==> config.mk <==
export PLATFORM = sky130hd
export DESIGN_NAME = d_write_buffer
export DESIGN_NICKNAME = d
export VERILOG_FILES = /design/src/rtl/wb_pkg.sv /design/src/rtl/wb_fifo.sv /design/src/rtl/d_write_buffer.sv
export SDC_FILE = /design/constraint.sdc
export NUM_CORES = 1
export LEC_CHECK = 0
export CORE_MARGIN = 1.5
export CORE_UTILIZATION = 55
export DETAILED_ROUTE_END_ITERATION = 6
export PLACE_DENSITY = 0.8
export SYNTH_ARGS = -nofsm -noshare
export SYNTH_HDL_FRONTEND = slang
export SYNTH_SLANG_ARGS = --single-unit
==> constraint.sdc <==
create_clock -name aclk -period 4.5 [get_ports aclk]
set_input_delay 0.675 -clock aclk [delete_from_list [all_inputs] [get_ports aclk]]
set_output_delay 0.675 -clock aclk [all_outputs]
set_load 0.02 [all_outputs]
==> src/rtl/wb_pkg.sv <==
// Shared types for the data-cache posted write buffer: queue entry, drain FSM
// states, single-beat AXI constants and the byte-merge helper.
package wb_pkg;

    typedef struct packed {
        logic [29:0] addr;
        logic [31:0] data;
        logic [3:0]  strb;
    } wb_entry_t;

    typedef enum logic [1:0] {
        ST_IDLE  = 2'd0,
        ST_ISSUE = 2'd1,
        ST_RESP  = 2'd2
    } wb_state_t;

    localparam logic [7:0] AWLEN_SINGLE = 8'd0;
    localparam logic [2:0] AWSIZE_WORD  = 3'b010;
    localparam logic [1:0] AWBURST_INCR = 2'b01;

    // Replace the bytes of old_data selected by strb with those of new_data.
    function automatic logic [31:0] merge_bytes(input logic [31:0] old_data,
                                                input logic [31:0] new_data,
                                                input logic [3:0]  strb);
        logic [31:0] result;
        for (int b = 0; b < 4; b++) begin
            result[8*b +: 8] = strb[b] ? new_data[8*b +: 8] : old_data[8*b +: 8];
        end
        return result;
    endfunction

endpackage

==> src/rtl/wb_fifo.sv <==
// Entry storage for the write buffer: pointers, full/empty, address lookup and
// (with D_WRITE_BUFFER_MERGE_EN) merging of a push into the newest entry.
module wb_fifo
    import wb_pkg::*;
#(
    parameter int DEPTH = 4
) (
    input  logic        clk,
    input  logic        rst_n,
    input  logic        push,
    input  wb_entry_t   push_entry,
    input  logic        pop,
    input  logic        head_lock,
    input  logic [29:0] lookup_addr,
    output logic        full,
    output logic        empty,
    output logic        merge_ok,
    output wb_entry_t   head_entry,
    output logic        lookup_hit
);

    localparam int AW = $clog2(DEPTH);

    logic [AW:0]      head;
    logic [AW:0]      tail;
    logic [AW-1:0]    head_idx;
    logic [AW-1:0]    tail_idx;
    logic [AW-1:0]    last_idx;
    logic [DEPTH-1:0] valid;
    wb_entry_t        mem [DEPTH];

    assign head_idx   = head[AW-1:0];
    assign tail_idx   = tail[AW-1:0];
    assign last_idx   = tail_idx - 1'b1;
    assign empty      = (head == tail);
    assign full       = (head[AW] != tail[AW]) && (head_idx == tail_idx);
    assign head_entry = mem[head_idx];

`ifdef D_WRITE_BUFFER_MERGE_EN
    // The head is off limits once the drain FSM has latched or is about to latch it.
    assign merge_ok = !empty && valid[last_idx] && (mem[last_idx].addr == push_entry.addr)
                      && !((last_idx == head_idx) && head_lock);
`else
    logic unused_lock;
    assign unused_lock = head_lock;
    assign merge_ok    = 1'b0;
`endif

    always_comb begin
        lookup_hit = 1'b0;
        for (int i = 0; i < DEPTH; i++) begin
            if (valid[i] && (mem[i].addr == lookup_addr)) begin
                lookup_hit = 1'b1;
            end
        end
    end

    always_ff @(posedge clk) begin
        if (!rst_n) begin
            head  <= '0;
            tail  <= '0;
            valid <= '0;
        end else begin
            if (pop) begin
                valid[head_idx] <= 1'b0;
                head            <= head + 1'b1;
            end
            if (push && !merge_ok) begin
                valid[tail_idx] <= 1'b1;
                tail            <= tail + 1'b1;
            end
        end
    end

    always_ff @(posedge clk) begin
        if (push && !merge_ok) begin
            mem[tail_idx] <= push_entry;
        end else if (push && merge_ok) begin
            mem[last_idx].data <= merge_bytes(mem[last_idx].data, push_entry.data, push_entry.strb);
            mem[last_idx].strb <= mem[last_idx].strb | push_entry.strb;
        end
    end

endmodule

==> src/rtl/d_write_buffer.sv <==
// Posted write buffer draining queued cache writes as single-beat AXI writes.
// Optional D_WRITE_BUFFER_MERGE_EN merges same-word pushes into the newest entry.
module d_write_buffer
    import wb_pkg::*;
#(
    parameter int         DEPTH  = 4,
    parameter logic [3:0] AXI_ID = 4'h1
) (
    input  logic        aclk,
    input  logic        aresetn,
    input  logic        req_valid,
    output logic        req_ready,
    input  logic [31:0] req_addr,
    input  logic [31:0] req_data,
    input  logic [3:0]  req_strb,
    input  logic [31:0] lookup_addr,
    output logic        lookup_hit,
    output logic        empty,
    output logic [31:0] awaddr,
    output logic [3:0]  awid,
    output logic [7:0]  awlen,
    output logic [2:0]  awsize,
    output logic [1:0]  awburst,
    output logic        awvalid,
    input  logic        awready,
    output logic [3:0]  wid,
    output logic [31:0] wdata,
    output logic [3:0]  wstrb,
    output logic        wlast,
    output logic        wvalid,
    input  logic        wready,
    input  logic        bvalid,
    input  logic [1:0]  bresp,
    output logic        bready
);

    wb_state_t   state, state_n;
    logic        aw_done, aw_done_n;
    logic        w_done, w_done_n;
    logic        awvalid_n, wvalid_n;
    logic [31:0] awaddr_n, wdata_n;
    logic [3:0]  wstrb_n;

    logic        fifo_full, fifo_empty, merge_ok, head_lock, push, pop;
    wb_entry_t   push_entry, head_entry;

    logic unused_ok;
    assign unused_ok = ^{bresp, req_addr[1:0], lookup_addr[1:0]};

    assign awid    = AXI_ID;
    assign awlen   = AWLEN_SINGLE;
    assign awsize  = AWSIZE_WORD;
    assign awburst = AWBURST_INCR;
    assign wid     = AXI_ID;
    assign wlast   = 1'b1;

    assign push_entry = '{addr: req_addr[31:2], data: req_data, strb: req_strb};
    assign req_ready  = !fifo_full || merge_ok;
    assign push       = req_valid && req_ready;
    assign pop        = (state == ST_RESP) && bvalid;
    assign head_lock  = (state != ST_IDLE) || !fifo_empty;
    assign bready     = (state == ST_RESP);
    assign empty      = fifo_empty && (state == ST_IDLE);

    wb_fifo #(.DEPTH(DEPTH)) u_fifo (
        .clk         (aclk),
        .rst_n       (aresetn),
        .push        (push),
        .push_entry  (push_entry),
        .pop         (pop),
        .head_lock   (head_lock),
        .lookup_addr (lookup_addr[31:2]),
        .full        (fifo_full),
        .empty       (fifo_empty),
        .merge_ok    (merge_ok),
        .head_entry  (head_entry),
        .lookup_hit  (lookup_hit)
    );

    always_ff @(posedge aclk) begin
        if (!aresetn) begin
            state   <= ST_IDLE;
            aw_done <= 1'b0;
            w_done  <= 1'b0;
            awvalid <= 1'b0;
            wvalid  <= 1'b0;
            awaddr  <= '0;
            wdata   <= '0;
            wstrb   <= '0;
        end else begin
            state   <= state_n;
            aw_done <= aw_done_n;
            w_done  <= w_done_n;
            awvalid <= awvalid_n;
            wvalid  <= wvalid_n;
            awaddr  <= awaddr_n;
            wdata   <= wdata_n;
            wstrb   <= wstrb_n;
        end
    end

    always_comb begin
        state_n   = state;
        aw_done_n = aw_done;
        w_done_n  = w_done;
        awvalid_n = awvalid;
        wvalid_n  = wvalid;
        awaddr_n  = awaddr;
        wdata_n   = wdata;
        wstrb_n   = wstrb;
        case (state)
            ST_IDLE: begin
                if (!fifo_empty) begin
                    awaddr_n  = {head_entry.addr, 2'b00};
                    wdata_n   = head_entry.data;
                    wstrb_n   = head_entry.strb;
                    aw_done_n = 1'b0;
                    w_done_n  = 1'b0;
                    state_n   = ST_ISSUE;
                end
            end
            ST_ISSUE: begin
                // Each valid rises on the first ISSUE cycle and falls after its own handshake.
                awvalid_n = awvalid ? !awready : !aw_done;
                wvalid_n  = wvalid ? !wready : !w_done;
                aw_done_n = aw_done || (awvalid && awready);
                w_done_n  = w_done || (wvalid && wready);
                if (aw_done_n && w_done_n) begin
                    state_n = ST_RESP;
                end
            end
            ST_RESP: begin
                if (bvalid) begin
                    state_n = ST_IDLE;
                end
            end
            default: state_n = ST_IDLE;
        endcase
    end

endmodule

==> results of run 1 <==
final timing paths:
| kind | endpoint | slack [ns] | cells after the start |
|---|---|---|---|
| min reg2reg | wdata[21] | 0.45 | 2 |
| max reg2reg | awaddr[14] | 1.83 | 5 |
| min | wdata[21] | 0.45 | 2 |
| max | lookup_hit | 0.81 | 7 |
tightest hold or removal path: cells and delay by family (launching register included):
kind	cells	cell delay, ns
compound gates	1	0.05
simple gates	1	0.05
flops	1	0.30
logic make-up (layout without fill, tap and decap cells):
| logic type | after synthesis | after routing |
|---|---|---|
| flops | 346 | 346 |
| simple gates | 210 | 210 |
| xor+xnor | 127 | 127 |
| buf+inv | 86 | 262 |
| compound gates | 84 | 84 |
| mux | 66 | 66 |
| fa+ha+maj | 8 | 8 |
| other cells | 2 | 25 |
metrics by stage:
stage,util [%],worst slack [ns],cells
finish,68.2,0.815,1458
global route,68.2,0.742,1457
CTS,68.2,0.859,1457
detailed placement,63.8,0.868,1392
global placement,63.8,0.854,1392
floorplan,-,1.38,951
power by group through the flow:
stage	sequential, mW	combinational (mW)	clock, mW
finish	3.71	0.828	2.81
floorplan	3.84	0.386	0
detailed placement	3.78	0.827	0
CTS	3.71	0.833	2.86
global route	3.72	0.892	2.98
global placement	3.77	0.816	0
cell usage in the layout (no fill, tap or decap), types with 2 or more instances in the layout:
| cell type | instances |
|---|---|
| edfxtp_1 | 264 |
| clkdlybuf4s50_1 | 173 |
| nand2_1 | 140 |
| dfxtp_1 | 80 |
| xnor2_1 | 78 |
| mux4_2 | 66 |
| a21oi_1 | 53 |
| xor2_1 | 47 |
| clkbuf_16 | 36 |
| nand4_1 | 25 |
| conb_1 | 24 |
| a21boi_0 | 21 |
| nor4_1 | 16 |
| clkbuf_1 | 13 |
| buf_4 | 13 |
| nor2_1 | 10 |
| inv_1 | 8 |
| ha_1 | 8 |
| a31oi_1 | 6 |
| clkinv_1 | 5 |
| clkinv_2 | 4 |
| nor2b_1 | 3 |
| and2_4 | 3 |
| nor3_1 | 3 |
| nand3_1 | 3 |
| o21a_1 | 3 |
| clkbuf_8 | 3 |
| xnor2_2 | 2 |
| nand2b_1 | 2 |
| and2_1 | 2 |
| bufinv_16 | 2 |
| dfxtp_4 | 2 |
per-layer routing:
layer,global-route usage (%),wire length [um]
met1,33.1,12900
met2,38.9,15400
met3,5.92,2620
met4,6.40,629
met5,0,0
state kept, by name, summed over array words and instances (netlist names), 2 cells and up:
register / flops
awaddr: 30
state: 2
u_fifo.head: 3
u_fifo.mem: 264
u_fifo.tail: 3
u_fifo.valid: 4
wdata: 32
wstrb: 4
cell type report:
class	instances	area, sq um	area share [%]
Antenna cell	1	2.50	0.0145
Clock buffer	52	991	5.75
Tap cell	330	413	2.40
Timing Repair Buffer	187	1850	10.7
Multi-Input combinational cell	519	4240	24.6
Inverter	10	37.5	0.218
Clock inverter	13	128	0.741
Sequential cell	346	9580	55.6
==> impl_metrics.env, run 1 <==
export IMPL_slew_viol_final=0
export IMPL_reg2reg_from="u_fifo.head[0]"
export IMPL_synth_top_family_by_area="multiplexers"
export IMPL_startpoint="lookup_addr[26]"
export IMPL_rows=58
export IMPL_drive_above_1_share_pct=12.2
export IMPL_whs_ns=0.450
export IMPL_rsz0062_at_grt="false"
export IMPL_place_area_sq_um=16100
export IMPL_synthMostInstantiatedCell="edfxtp_1"
export IMPL_grt_util_all_layers_pct=24.2
export IMPL_setup_viol=0
export IMPL_drc=0
export IMPL_path_common_cell="nand4_1"
export IMPL_clock_sinks=346
export IMPL_synth_edf_count=264
export IMPL_dieHeight_um=164
export IMPL_die_area_sq_um=26800
export IMPL_drt_initial_drc_count=599
export IMPL_netlist_instances=929
export IMPL_synth_area_sq_um=14200
export IMPL_finalHoldViolations=0
export IMPL_cts_tree="done"
export IMPL_clockBufferDepth=3
export IMPL_yosysTopAreaCellShare_pct=55.8
export IMPL_portBuffers=173
export IMPL_worst_pin_slew_ns=1.11
export IMPL_ir_drop_uv=331
export IMPL_synth_seq_cells=346
export IMPL_wl_per_cell_um=21.7
export IMPL_synth_seq_area_share_pct=67.4
export IMPL_cp_buffers_inverters=2
export IMPL_synth_fa_ha_area_share_pct=0.705
export IMPL_synth_top_area_cell="edfxtp_1"
export IMPL_outcome="finished, final reports clean"
export IMPL_drtPass1Iterations=5
export IMPL_io_pins=204
export IMPL_area_growth_pct=21.4
export IMPL_drt_vias_per_instance=5.65
export IMPL_comb_power_share_pct=11.3
export IMPL_fin_tns_setup_ns=0
export IMPL_hold_path_class="flop to flop"
export IMPL_min_from="wdata[21]"
export IMPL_die_w_um=164
export IMPL_fin_nets=1216
export IMPL_crit_family="buffers and inverters"
export IMPL_htreeDepth=2
export IMPL_ant_nets=0
export IMPL_synthTopCellsByArea="edfxtp_1 (56%), dfxtp_1 (12%), mux4_2 (10%), xnor2_1 (4.8%), nand2_1 (3.7%)"
export IMPL_clk_pin_slew_ns=0.06
export IMPL_switching_share_pct=23.4
export IMPL_finClkSkew_ns=0.0132
export IMPL_drt_wl_total_um=31600
export IMPL_period_share_pct=81.9
export IMPL_power_frac_seq_pct=50.5
export IMPL_antenna_found_initial=2
export IMPL_initial_core_util_pct=56.2
export IMPL_pwr_share_clk_pct=38.3
export IMPL_cts_resized=0
export IMPL_crit_path_end_kind="output port"
export IMPL_cts_root_buffer="clkbuf_16"
export IMPL_maxCapViolCount=0
export IMPL_max_slew_margin_rel_pct=26.0
export IMPL_powerDensity_nw_per_um2=427
export IMPL_synth_area_per_cell_sq_um=15.3
export IMPL_coreArea_sq_um=25300
export IMPL_synthTopCellsByCount="edfxtp_1 (264), nand2_1 (141), dfxtp_1 (82), xnor2_1 (78), mux4_2 (66)"
export IMPL_critPathKind="input port to output port"
export IMPL_cts_buffers=36
export IMPL_postCtsHoldBufs=0
export IMPL_synth_compound_area_share_pct=3.46
export IMPL_start_kind="input port"
export IMPL_ys_types=29
export IMPL_crit_path_cell_trace="clkdlybuf4s50_1 > xnor2_1 > nand4_1 > nor4_1 > nand4_1 > nand4_1 > clkdlybuf4s50_1"
export IMPL_power_internal_mw=5.63
export IMPL_fill_cells=1723
export IMPL_design_area_sq_um=17200
export IMPL_leakage_nw=5.58
export IMPL_synth_mux_area_share_pct=10.5
export IMPL_post_cts_setup_buffers=0
export IMPL_crit_fanout=4
export IMPL_synthArstFlopShare_pct=0
export IMPL_yosysWarnings=0
export IMPL_cp_arrival_ns=3.01
export IMPL_yosys_area_share_simple_pct=6.55
export IMPL_grt_first_pass_wirelength_um=47700
export IMPL_grt_ovfl_total=0
export IMPL_place_congestion=0.941
export IMPL_clk_insertion_delay_late_ns=0.51
export IMPL_switchingPower_mw=1.72
export IMPL_cp_slowest_stage_delay_ns=0.62
export IMPL_required_ns=3.83
export IMPL_vias=8244
export IMPL_grt_pass1_vias=8128
export IMPL_max_freq_mhz=271
export IMPL_cp_slowest_cell="clkdlybuf4s50_1"
export IMPL_period_needed_ns=3.69
export IMPL_grt_max_degree=71
export IMPL_synth_xor_area_share_pct=7.94
export IMPL_p_total_mw=7.35
export IMPL_dp_hpwl_um=20700
export IMPL_synth_ff_type="edfxtp_1"
(Power assumes the default switching activity.)
==> run 2, diff against run 1 <==
Settings changed: CORE_UTILIZATION 55 to 49, PLACE_DENSITY 0.8 to 0.76.
Clock period 4.5 ns to 3.3 ns, I/O delays scaled along.
==> impl_metrics.env, run 2 (synthesized netlist as in run 1, its figures left out) <==
export IMPL_outcome="finished, final reports clean"
export IMPL_io_pins=204
export IMPL_die_w_um=173
export IMPL_leakage_nw=5.72
export IMPL_antenna_found_initial=3
export IMPL_max_slew_margin_rel_pct=27.8
export IMPL_fin_nets=1230
export IMPL_grt_first_pass_wirelength_um=49300
export IMPL_clock_sinks=346
export IMPL_worst_pin_slew_ns=1.08
export IMPL_largest_reg_flops=264
export IMPL_drive_above_1_share_pct=13.6
export IMPL_dieHeight_um=173
export IMPL_cts_resized=0
export IMPL_drc=0
export IMPL_clk_insertion_delay_late_ns=0.52
export IMPL_ir_drop_uv=517
export IMPL_grt_util_all_layers_pct=21.8
export IMPL_die_area_sq_um=30000
export IMPL_drt_vias_per_instance=5.43
export IMPL_place_ws_ns=0.0898
export IMPL_vias=8285
export IMPL_worst_r2r_endpoint="u_fifo.mem[0][29]"
export IMPL_slew_viol_final=0
export IMPL_top_register="u_fifo.mem"
export IMPL_area_growth_pct=23.5
export IMPL_fin_tns_setup_ns=0
export IMPL_post_cts_setup_buffers=0
export IMPL_min_from="wdata[27]"
export IMPL_drt_wl_total_um=32700
export IMPL_grt_ovfl_total=0
export IMPL_rows=62
export IMPL_grt_max_degree=71
export IMPL_cp_arrival_ns=2.36
export IMPL_dp_hpwl_um=21400
export IMPL_period_share_pct=86.6
export IMPL_required_ns=2.80
export IMPL_start_kind="input port"
export IMPL_whs_path_depth=2
export IMPL_clockBufferDepth=3
export IMPL_rsz0062_at_grt="false"
export IMPL_place_area_sq_um=16400
export IMPL_holdPathEnd="wdata[27]"
export IMPL_reg2reg_depth=4
export IMPL_cts_tree="done"
export IMPL_max_freq_mhz=350
export IMPL_period_needed_ns=2.86
export IMPL_postCtsHoldBufs=0
export IMPL_drt_initial_drc_count=628
export IMPL_most_common_layout_cells="edfxtp_1 (264), clkdlybuf4s50_1 (172), nand2_1 (140), dfxtp_1 (80), xnor2_1 (77)"
export IMPL_cts_root_buffer="clkbuf_16"
export IMPL_top_regs="u_fifo.mem x264, wdata x32, awaddr x30"
export IMPL_coreArea_sq_um=28600
export IMPL_initial_core_util_pct=49.6
export IMPL_critPathKind="input port to output port"
export IMPL_hold_path_class="flop to flop"
export IMPL_crit_fanout=4
export IMPL_htreeDepth=2
export IMPL_wl_per_cell_um=21.4
export IMPL_design_area_sq_um=17500
export IMPL_portBuffers=173
export IMPL_setup_viol=0
export IMPL_place_congestion=0.949
export IMPL_cts_buffers=36
export IMPL_drtPass1Iterations=5
export IMPL_clk_pin_slew_ns=0.06
export IMPL_powerDensity_nw_per_um2=581
export IMPL_finClkSkew_ns=0.00954
export IMPL_rrSetupSlack_ns=1.00
export IMPL_crit_path_end_kind="output port"
export IMPL_reg2reg_from="u_fifo.tail[1]"
export IMPL_fill_cells=2108
export IMPL_setup_ws_ns=0.443
export IMPL_finalHoldViolations=0
export IMPL_grt_pass1_vias=8298
export IMPL_mostFrequentLayoutCell="edfxtp_1"
export IMPL_ant_nets=0
export IMPL_maxCapViolCount=0
==> run 2: cell count changes in the layout (fill, tap and decap cells not counted), sizes merged <==
cell           before  now
clkbuf             52   56
buf                14   28
clkinv             10    7
clkinvlp            1    0
inv                10   11
clkdlybuf4s50     173  172
dlymetal6s2s        0    1
==> run 2: through the flow <==
step                total power [mW]  cells  hold slack, ns  utilization, %
finish                          10.2   1527           0.451            61.2
global route                    10.5   1526           0.469            61.2
CTS                             10.3   1526           0.455            61.2
detailed placement              6.32   1460           0.447            57.2
global placement                6.29   1460           0.444            57.2
floorplan                       5.76    951           0.437               -
==> run 2: report_power, final <==
group / total (mW) / internal (mW) / switching, mW
logic: 1.17 / 0.510 / 0.663
registers: 5.06 / 4.94 / 0.110
clock network: 3.96 / 2.35 / 1.61
total: 10.2 / 7.80 / 2.38
==> run 2: worst max-delay path by stage <==
stage / start / slack [ns] / end / depth (start not counted)
2_1_floorplan: u_fifo.head[1] / 0.24 / u_fifo.mem[2][0] / 4
3_3_place_gp: lookup_addr[4] / 0.09 / lookup_hit / 7
3_5_place_dp: lookup_addr[12] / 0.09 / lookup_hit / 7
4_1_cts: lookup_addr[4] / 0.08 / lookup_hit / 7
5_1_grt: lookup_addr[2] / 0.35 / lookup_hit / 7
6_report: lookup_addr[5] / 0.44 / lookup_hit / 7
==> run 2: metal layers <==
metal  part of all wire (%)  vias to the layer above  GRT usage [%]
li1                       -                     3745              -
met1                     41                     4123           29.2
met2                     48                      352           36.0
met3                    8.1                       63           4.73
met4                    2.7                        2           6.70
met5                  0.040                        -              0
==> run 2: cell type report <==
class / count / area [sq um] / share of cell area (%)
Inverter: 10 / 37.5 / 0.214
Timing Repair Buffer: 201 / 2030 / 11.6
Multi-Input combinational cell: 519 / 4250 / 24.2
Antenna cell: 1 / 2.50 / 0.0143
Tap cell: 384 / 480 / 2.74
Clock inverter: 10 / 104 / 0.592
Clock buffer: 56 / 1050 / 5.97
Sequential cell: 346 / 9580 / 54.6
==> run 2: worst max-delay path: stages <==
cell and delay (ns):
clkdlybuf4s50_1 0.52, xnor2_1 0.33, nand4_1 0.16, nor4_1 0.30, nand4_1 0.15, nand4_1 0.17
dlymetal6s2s_1 0.25
